[src/rtl/crono_set.sv]
// Button-driven editor for the chronometer set value (packed BCD hh:mm:ss).
// A commit issues a one-cycle start strobe, then the value is frozen while it is written out.
module crono_set #(
    parameter int HOLD_CYCLES = 128
) (
    input  logic       clock,
    input  logic       reset,
    input  logic       edit_en,
    input  logic       btn_up,
    input  logic       btn_down,
    input  logic       btn_left,
    input  logic       btn_right,
    input  logic       commit,
    output logic [7:0] horac,
    output logic [7:0] minc,
    output logic [7:0] segc,
    output logic       chs,
    output logic [1:0] field_sel,
    output logic       busy
);
    typedef enum logic [1:0] {S_IDLE, S_EDIT, S_COMMIT, S_HOLD} state_t;

    state_t      r_state, w_next;
    logic [4:0]  r_hist;
    logic [4:0]  w_in, w_edge;
    logic [7:0]  r_hor, r_min, r_seg;
    logic [1:0]  r_sel;
    logic [7:0]  r_cnt;
    logic [7:0]  w_cur, w_max, w_upd;

    // Bit order: up, down, left, right, commit
    assign w_in   = {commit, btn_right, btn_left, btn_down, btn_up};
    assign w_edge = w_in & ~r_hist;

    function automatic logic [7:0] bcd_inc(input logic [7:0] v, input logic [7:0] mx);
        if (v == mx)           return 8'h00;
        else if (v[3:0] == 4'd9) return {v[7:4] + 4'd1, 4'd0};
        else                   return {v[7:4], v[3:0] + 4'd1};
    endfunction

    function automatic logic [7:0] bcd_dec(input logic [7:0] v, input logic [7:0] mx);
        if (v == 8'h00)        return mx;
        else if (v[3:0] == 4'd0) return {v[7:4] - 4'd1, 4'd9};
        else                   return {v[7:4], v[3:0] - 4'd1};
    endfunction

    always_comb begin
        w_cur = r_seg;
        w_max = 8'h59;
        case (r_sel)
            2'd0: begin w_cur = r_hor; w_max = 8'h23; end
            2'd1: w_cur = r_min;
            default: ;
        endcase
        w_upd = w_edge[0] ? bcd_inc(w_cur, w_max) : bcd_dec(w_cur, w_max);
    end

    always_comb begin
        w_next = r_state;
        case (r_state)
            S_IDLE:   if (w_edge[4]) w_next = S_COMMIT;
                      else if (edit_en) w_next = S_EDIT;
            S_EDIT:   if (w_edge[4]) w_next = S_COMMIT;
                      else if (!edit_en) w_next = S_IDLE;
            S_COMMIT: w_next = S_HOLD;
            S_HOLD:   if (r_cnt == 8'd1) w_next = S_IDLE;
            default:  w_next = S_IDLE;
        endcase
    end

    always_ff @(posedge clock or posedge reset) begin
        if (reset) begin
            r_state <= S_IDLE;
            r_hist  <= '0;
            r_cnt   <= '0;
        end else begin
            r_state <= w_next;
            r_hist  <= w_in;
            if (r_state == S_COMMIT)    r_cnt <= 8'(HOLD_CYCLES);
            else if (r_state == S_HOLD) r_cnt <= r_cnt - 8'd1;
        end
    end

    // A commit edge wins over any button edge sampled in the same cycle.
    always_ff @(posedge clock or posedge reset) begin
        if (reset) begin
            r_hor <= 8'h00;
            r_min <= 8'h00;
            r_seg <= 8'h00;
            r_sel <= 2'd0;
        end else if (r_state == S_EDIT && !w_edge[4]) begin
            if (w_edge[0] ^ w_edge[1]) begin
                case (r_sel)
                    2'd0:    r_hor <= w_upd;
                    2'd1:    r_min <= w_upd;
                    default: r_seg <= w_upd;
                endcase
            end
            if (w_edge[3] && !w_edge[2])
                r_sel <= (r_sel == 2'd2) ? 2'd0 : r_sel + 2'd1;
            else if (w_edge[2] && !w_edge[3])
                r_sel <= (r_sel == 2'd0) ? 2'd2 : r_sel - 2'd1;
        end
    end

    assign horac     = r_hor;
    assign minc      = r_min;
    assign segc      = r_seg;
    assign field_sel = r_sel;
    assign chs       = (r_state == S_COMMIT);
    assign busy      = (r_state == S_COMMIT) || (r_state == S_HOLD);
endmodule

[config.mk]
export PLATFORM = sky130hd
export DESIGN_NAME = crono_set
export DESIGN_NICKNAME = d
export VERILOG_FILES = /design/src/rtl/crono_set.sv
export SDC_FILE = /design/constraint.sdc
export NUM_CORES = 1
export LEC_CHECK = 0
export ABC_AREA = 1
export CORE_ASPECT_RATIO = 2
export CORE_MARGIN = 2
export CORE_UTILIZATION = 55
export DETAILED_ROUTE_END_ITERATION = 10
export PLACE_DENSITY = 0.85
export SLEW_MARGIN = 25
export SYNTH_ARGS = -nofsm -noshare
export SYNTH_HDL_FRONTEND = slang
export SYNTH_SLANG_ARGS = --single-unit
[constraint.sdc]
create_clock -name clock -period 3.3 [get_ports clock]
set_clock_uncertainty 0.1 [all_clocks]
set_input_delay 0.66 -clock clock [delete_from_list [all_inputs] [get_ports clock]]
set_output_delay 0.66 -clock clock [all_outputs]
set_load 0.01 [all_outputs]
======== Yosys cells after proc, flatten, opt, wreduce, memory -nomap -nowiden ========
Index checks and enable logic that the tools add are counted.
storage, ports and cells
  flip-flop bits (word level) ............. 41
  word-level logic and storage cells ...... 67
  bits of input ports ..................... 8
  output and inout port bits .............. 28
operators by class
  equality and inequality tests ........... 11
  add/subtract/negate cells ............... 7
  reductions and logical operators ........ 19
  bitwise operators ....................... 4
  muxes and demuxes ....................... 19
operators by type and width
  operator               number
  $mux W8                7
  $mux W2                9
  $pmux W8 S2            1
  $reduce_and A3 Y1      4
  $add A4 B1 Y4 const B  2
  $eq A8 B1 Y1 const B   1
  $eq A8 B8 Y1           1
  $logic_not A8 Y1       1
  $pmux W2 S4            1
  $sub A4 B1 Y4 const B  2
  $sub A8 B1 Y8 const B  1
  $mux W7                1
  $eq A2 B2 Y1 const B   3
  $ne A3 B3 Y1 const B   2
  $and A5 B5 Y5          1
  $not A5 Y5             1
  $eq A2 B1 Y1 const B   2
  $eq A4 B4 Y1 const B   1
  $logic_not A2 Y1       2
  $logic_not A4 Y1       1
  $reduce_bool A2 Y1     2
  $logic_and A1 B1 Y1    3
  $logic_not A1 Y1       3
  $add A2 B1 Y2 const B  1
  7 further kinds        7

======== Depth between registers and ports, before layout ========
Gate-level depths: netlist (run 1).
  depth after elaboration ................. 6
  gate-level depth with buffers ........... 17

======== Worst setup path after synthesis (run 1) ========
Ideal clock, no wire load.
  path kind ............................... register to register
  start point ............................. register r_sel[0], in the netlist field_sel[0]
  end point ............................... register r_seg[3], in the netlist segc[3]
  arrival ................................. 2206 ps
  library setup time ...................... 117 ps
  stages on the path, launching flop included .. 16
  path slack .............................. 878 ps
  clock period less this slack ............ 2422 ps
  cell sequence ........................... dfrtp_1 inv_1 ha_1 buf_6 buf_6 nand2_1 nand3_2 inv_1 ha_1 inv_1 nor3_4 nand3_2 nand3_1 nand2_1 nand2_1 nand2_1
on the way
  longest elaborated chain between the ends .. 6
  elaborated cells on any way between the ends .. 18
  those cells by class .................... 2 x add/sub; 3 x eq/ne; 7 x mux; 1 x bitwise; 5 x reduce/logical
RTL lines
  element                                           RTL line  source
  start: declaration                                27        logic [1:0] r_sel;
  start signal: assignment                          100       r_sel <= (r_sel == 2'd2) ? 2'd0 : r_sel + 2'd1;
  start signal: assignment                          102       r_sel <= (r_sel == 2'd0) ? 2'd2 : r_sel - 2'd1;
  $eq A2 B1 Y1 or $logic_not A2 Y1 (tied branches)  50, 93
  $pmux W8 S2                                       50        case (r_sel)
  $sub A4 B1 Y4 (tied with other cells)             44        else return {v[7:4], v[3:0] - 4'd1};
  $mux W8, on equally long branches                 43, 37
  $mux W8, on equally long branches                 42, 36
  $mux W8                                           55        w_upd = w_edge[0] ? bcd_inc(w_cur, w_max) : bcd_dec(w_cur, w_max);
  end signal: assignment                            96        default: r_seg <= w_upd;
  end: declaration                                  26        logic [7:0] r_hor, r_min, r_seg;
Several ways; a longest one is shown, not always the timed one.
A chain may end at the register's enable or synchronous reset.

======== Final worst setup path (run 1) ========
  start point ............................. register r_sel[1], in the netlist field_sel[1]
  end point ............................... register r_min[4], in the netlist minc[4]
on the way
  longest elaborated chain between the ends .. 6
  elaborated cells on any way between the ends .. 16
  those cells by class .................... 2 x add/sub; 3 x eq/ne; 7 x mux; 4 x reduce/logical
RTL lines
  element                                           RTL line  source
  $eq A2 B1 Y1 or $logic_not A2 Y1 (tied branches)  50, 93
  $pmux W8 S2                                       50
  $sub A4 B1 Y4 (tied with other cells)             43        else if (v[3:0] == 4'd0) return {v[7:4] - 4'd1, 4'd9};
  $mux W8, on equally long branches                 43, 37
  $mux W8, on equally long branches                 42, 36
  $mux W8                                           55
  end signal: assignment                            95        2'd1: r_min <= w_upd;
  end: declaration                                  26
Several ways; a longest one is shown, not always the timed one.

==> flow_metrics.py, run 1 <==
metrics = {
    "detailed_routing": {
        "avgRoutedWirePerCell_um": 14.0,
        "dr.pass1.iters": 4,
        "antenna_left": 0,
        "num_vias": 2402,
        "drt_iter0_markers": 63,
        "drc": 0,
        "routed_wl_um": 6370,
        "vias_per_cell": 5.29,
    },
    "clocking": {
        "numCtsBuffers": 5,
        "cts_setup_buffers": 0,
        "clock-sinks": 41,
        "max-clock-path-buffers": 2,
        "insertion_delay_ns": 0.29,
        "cts_tree": "built",
        "cts_hold_buf": 0,
        "path_clk_slew_ns": 0.08,
        "clock-root-buffer": "clkbuf_8",
        "cts.htree.levels": 2,
        "postCtsResizedCells": 0,
    },
    "cells_and_area": {
        "register_area_um2": 1030,
        "antenna_cells": 0,
        "area_growth_pct": 18.8,
        "multiInputGateArea_um2": 1380,
        "nets": 418,
        "drive_gt1_share_pct": 10.5,
        "fill_cells": 389,
    },
    "timing": {
        "drv_slew": 0,
        "rsz0062_at_grt": "false",
        "hold_violations": 0,
        "slew_headroom_pct": 64.9,
        "fin_crit_sh_pct": 87.6,
        "setup_tns_ns": 0,
        "fmax_mhz": 346,
        "tightest_slew_ns": 0.526,
        "fin_worst_hold_slack_ns": 0.370,
        "fin_crit_ns": 2.89,
        "setup_viol": 0,
    },
    "synthesis": {
        "synth_most_common_cell": "nand2_1",
        "synth_cells": 357,
        "synth_top_family_by_area": "simple AND/OR/NAND/NOR gates",
        "async_reset_ff_share_pct": 100,
        "yosys_warnings": 0,
        "yosys.area.top_type": "dfrtp_1",
        "syn_nets": 377,
        "synth.area.mux_share_pct": 0,
        "avgSynthCellArea_um2": 7.32,
        "ys.flop_type": "dfrtp_1",
        "yosys-top-cells-area": "dfrtp_1, nand2_1, ha_1",
        "ys_types": 33,
        "yosys.area_share.simple_pct": 38.4,
        "synthesis.area_um2": 2610,
        "ys_ff_latch": 41,
        "ys_seq_area_share_pct": 39.3,
        "synth_top_area_share_pct": 39.3,
        "yosys-top-cells-count": "nand2_1, dfrtp_1, inv_1",
        "synth_edf_count": 0,
        "synth_compound_area_share_pct": 7.04,
        "synth_adder_area_share_pct": 5.74,
        "synthXorXnorAreaFrac_pct": 1.68,
    },
    "critical_path": {
        "max_stage_delay_ns": 0.49,
        "cp_slowest_cell": "ha_1",
        "end_kind": "flop",
        "cp_data_arrival_time_ns": 2.98,
        "crit_path_frequent_cell": "nand2_1",
        "crit_path_start_kind": "flop",
        "path_class": "flop to flop",
        "cp.required_ns": 3.39,
        "path_cells": "inv_1, ha_1, nor2_8, nand2_1, nand3_2, inv_1, ha_1, inv_1, nor3_4, nand3_2, nand3_1, nand2_1, nand2_1, nand2_1",
        "cp_max_fo": 10,
    },
    "power_and_ir_drop": {
        "powerDensity_nw_per_um2": 278,
        "combPwrFrac_pct": 4.1,
        "clockPowerShare_pct": 37.3,
        "p_leak_nw": 1.63,
        "power_mw": 0.863,
        "p_sw_share_pct": 22.9,
        "vdd.ir_drop.worst_mv": 0.395,
        "power_switching_mw": 0.198,
        "power_frac_seq_pct": 58.6,
        "p_int_mw": 0.665,
    },
    "grt": {
        "track_usage_pct": 26.7,
        "grt_overflow": 0,
        "grt_pass1_wl_um": 10700,
        "first_global_vias": 2448,
        "grt_max_degree": 42,
        "antenna_found_initial": 0,
    },
    "die": {
        "rows": 35,
        "pin_count": 36,
        "start_util_pct": 56.8,
        "die-area_um2": 5350,
        "core-area_um2": 4600,
        "die_y_um": 101,
        "die_w_um": 52.7,
    },
    "min_path": {
        "min-delay-path-class": "flop to flop",
    },
    "place": {
        "portBuffers": 35,
        "place_congestion": 0.871,
        "dp_hpwl_um": 4940,
    },
    "run": {
        "cap_violations": 0,
    },
    "outcome": {
        "status": "finished, final reports clean",
    },
}
-- final timing paths --
check / startpoint / end / slack, ns / cells after the start
setup / recovery: field_sel[1] / minc[4] / 0.41 / 14
hold / removal: r_cnt[5] / r_cnt[5] / 0.37 / 1
setup reg to reg: field_sel[1] / minc[4] / 0.41 / 14
hold reg to reg: r_cnt[5] / r_cnt[5] / 0.37 / 1
max in group asynchronous: reset / r_cnt[3] / 2.04 / 3
min in group asynchronous: reset / minc[5] / 0.70 / 3
-- cell families after synthesis --
logic type               after synthesis
XOR/XNOR                               5
AND/OR/NAND/NOR                      220
adder cells (fa/ha/maj)               12
flip-flops                            41
AO/OA/AOI/OAI                         31
buffers and inverters                 48
-- metrics by stage --
step	std cells	util (%)	worst slack [ns]	instance area, um^2
after floorplan	357	-	0.878	2610
after global placement	446	65.7	0.599	3020
after detailed placement	446	65.7	0.472	3020
after CTS	454	67.5	0.416	3100
after global routing	454	67.5	0.194	3100
final	454	67.5	0.409	3100
-- per-layer routing --
metal | track usage (%) | routed length, um | share of wire (%) | vias to the layer above
met5 | 0 | 0 | 0 | -
met4 | 11.2 | 131 | 2.1 | 0
met2 | 51.3 | 3740 | 59 | 53
met1 | 27.1 | 2350 | 37 | 1149
met3 | 3.54 | 147 | 2.3 | 11
li1 | - | - | - | 1189
-- cell type report --
class	count	share of cell area (%)
Multi-Input combinational cell	268	44.5
Sequential cell	41	33.1
Timing Repair Buffer	39	12.3
Inverter	43	5.28
Clock buffer	6	2.34
Tap cell	55	2.22
Clock inverter	2	0.322
-- power by group through the flow --
| stage | combinational (mW) | sequential (mW) | clock [mW] |
|---|---|---|---|
| after floorplan | 0.0184 | 0.516 | 0 |
| after global placement | 0.0350 | 0.516 | 0 |
| after detailed placement | 0.0356 | 0.516 | 0 |
| after CTS | 0.0359 | 0.506 | 0.325 |
| after global routing | 0.0409 | 0.506 | 0.347 |
| final | 0.0354 | 0.506 | 0.321 |
-- critical path: cells and delay by family, from the launching register on --
family                     cells  cell delay (ns)
DFF                            1             0.40
buffers and inverters          3             0.39
and+or+nand+nor                9             1.16
adders and majority gates      2             0.74
-- sequential cells by signal, summed over array words and instances, names as in the netlist --
signal	cells
field_sel	2
horac	8
minc	8
r_cnt	8
r_hist	5
r_state	2
segc	8
-- cell usage in the layout (no fill, tap or decap), types with 2 or more instances in the layout --
master           count
a31oi_1              2
nand2_4              4
a21oi_2              2
o21ai_1              2
a21oi_1              6
o21ai_0             15
nor2_2               2
nor2_4               2
xor2_1               4
nand3_2              4
nand3_1             23
dfrtp_1             41
clkinv_2             2
nand2_2              8
buf_4                4
clkdlybuf4s50_1     35
inv_1               39
nand2_1            148
nand4_1              2
ha_1                12
nor2_1              21
inv_2                3
clkbuf_8             5
Power figures use the tool's default switching activity.
==> run 2: changes to the inputs <==
- SLEW_MARGIN: 25 -> 10
==> results of run 2 <==
The final DEF is identical to that of run 1; final timing and power are the same.
==> run 3: changes to the inputs <==
- CORE_UTILIZATION: 55 -> 45
- PLACE_DENSITY: 0.85 -> 0.73
==> flow_metrics.py, run 3 (synthesized netlist as in run 1, its figures left out) <==
metrics = {
    "grt": {
        "first_global_vias": 2478,
        "antenna_found_initial": 0,
        "track_usage_pct": 22.2,
        "grt_max_degree": 42,
        "grt_pass1_wl_um": 11200,
        "grt_overflow": 0,
    },
    "place": {
        "place_worst_setup_slack_ns": 0.534,
        "dp_hpwl_um": 5130,
        "place_inst": 452,
        "place_area_um2": 3030,
        "portBuffers": 35,
        "place_congestion": 0.972,
    },
    "critical_path": {
        "cp.required_ns": 3.37,
        "cp_slowest_cell": "dfrtp_1",
        "crit_path_start_kind": "flop",
        "path_class": "flop to flop",
        "cp_max_fo": 10,
        "end_kind": "flop",
        "crit_path_frequent_cell": "nand2_1",
        "path_cells": "inv_1, ha_1, nor2_8, nand2_1, nand3_2, inv_1, ha_1, inv_1, nor3_4, nand3_2, nand3_1, nand2_1, nand2_1, nand2_1",
        "crit_path_start": "field_sel[1]",
        "cp_data_arrival_time_ns": 2.88,
        "crit_path_end": "horac[3]",
        "worstReg2RegStart": "field_sel[1]",
        "r2r_cells": 14,
        "r2r-end": "horac[3]",
        "max_stage_delay_ns": 0.39,
        "rrSetupSlack_ns": 0.50,
    },
    "run": {
        "cap_violations": 0,
    },
    "cells_and_area": {
        "area_growth_pct": 21.3,
        "layout_commonest_cell": "nand2_1",
        "finish.utilization_pct": 56.0,
        "nets": 418,
        "fill_cells": 556,
        "drive_gt1_share_pct": 10.8,
        "final_cell_area_um2": 3170,
        "fin_cells": 460,
        "layout_common_cells": "nand2_1, dfrtp_1, inv_1, clkdlybuf4s50_1, nand3_1",
        "antenna_cells": 0,
    },
    "power_and_ir_drop": {
        "vdd.ir_drop.worst_mv": 0.369,
        "powerDensity_nw_per_um2": 320,
        "p_leak_nw": 1.66,
    },
    "detailed_routing": {
        "dr.pass1.iters": 4,
        "routed_wl_um": 6520,
        "antenna_left": 0,
        "drc": 0,
        "num_vias": 2402,
        "vias_per_cell": 5.22,
        "avgRoutedWirePerCell_um": 14.2,
        "drt_iter0_markers": 107,
    },
    "die": {
        "start_util_pct": 46.2,
        "pin_count": 36,
        "die_w_um": 57.9,
        "core-area_um2": 5660,
        "die-area_um2": 6470,
        "rows": 39,
        "die_y_um": 112,
    },
    "timing": {
        "fin_ws_ns": 0.495,
        "hold_violations": 0,
        "fin_crit_ns": 2.80,
        "rsz0062_at_grt": "false",
        "slew_headroom_pct": 65.6,
        "fin_crit_sh_pct": 85.0,
        "tightest_slew_ns": 0.515,
        "drv_slew": 0,
        "fmax_mhz": 357,
        "setup_viol": 0,
        "setup_tns_ns": 0,
    },
    "clocking": {
        "clock-sinks": 41,
        "clock-root-buffer": "clkbuf_16",
        "cts.htree.levels": 2,
        "insertion_delay_ns": 0.29,
        "cts_setup_buffers": 0,
        "cts_tree": "built",
        "postCtsResizedCells": 0,
        "numCtsBuffers": 5,
        "cts_hold_buf": 0,
        "max-clock-path-buffers": 2,
        "path_clk_slew_ns": 0.06,
    },
    "min_path": {
        "min-delay-path-class": "flop to flop",
    },
    "outcome": {
        "status": "finished, final reports clean",
    },
}
==> run 3: changes by cell type in the layout (fill, tap and decap cells not counted), sizes merged <==
cell      delta
clkinvlp     +1
clkbuf       -1
==> run 3: layout make-up <==
class                           instances  area, um^2  area share [%]
Clock inverter                          3        17.5           0.552
Tap cell                               61        76.3            2.41
Timing Repair Buffer                   39         380            12.0
Sequential cell                        41        1030            32.3
Multi-Input combinational cell        268        1380            43.6
Clock buffer                            5         125            3.94
Inverter                               43         164            5.17
==> run 3: worst min-delay path by stage <==
stage | depth (start not counted) | startpoint | to | slack (ns)
4_1_cts | 1 | r_cnt[5] | r_cnt[5] | 0.37
3_3_place_gp | 1 | r_cnt[5] | r_cnt[5] | 0.36
3_5_place_dp | 1 | r_cnt[5] | r_cnt[5] | 0.36
6_report | 1 | r_cnt[5] | r_cnt[5] | 0.37
5_1_grt | 1 | r_cnt[5] | r_cnt[5] | 0.40
2_1_floorplan | 1 | r_cnt[5] | r_cnt[5] | 0.33
==> run 3: power by group <==
part           internal [mW]  switching, mW
Clock                  0.277          0.195
Sequential             0.506       0.000959
Combinational         0.0132         0.0229
Total                  0.796          0.219
==> run 3: layer usage <==
layer | track usage (%) | routed length (um) | vias to the layer above
met5 | 0 | 0 | -
met4 | 12.1 | 216 | 0
met3 | 2.90 | 201 | 16
met2 | 41.4 | 3760 | 63
met1 | 22.6 | 2340 | 1133
li1 | - | - | 1190
==> run 3: stage by stage <==
stage          power (mW)  hold WS, ns
2_1_floorplan       0.534        0.334
3_3_place_gp        0.552        0.359
3_5_place_dp        0.552        0.360
4_1_cts              1.03        0.368
5_1_grt              1.05        0.401
6_report             1.02        0.367
==> run 3: critical path, delay by kind of cell, from the launching register on <==
kind          cells  cell delay [ns]
simple gates      9             1.17
fa+ha+maj         2             0.64
buf+inv           3             0.39
flops             1             0.39
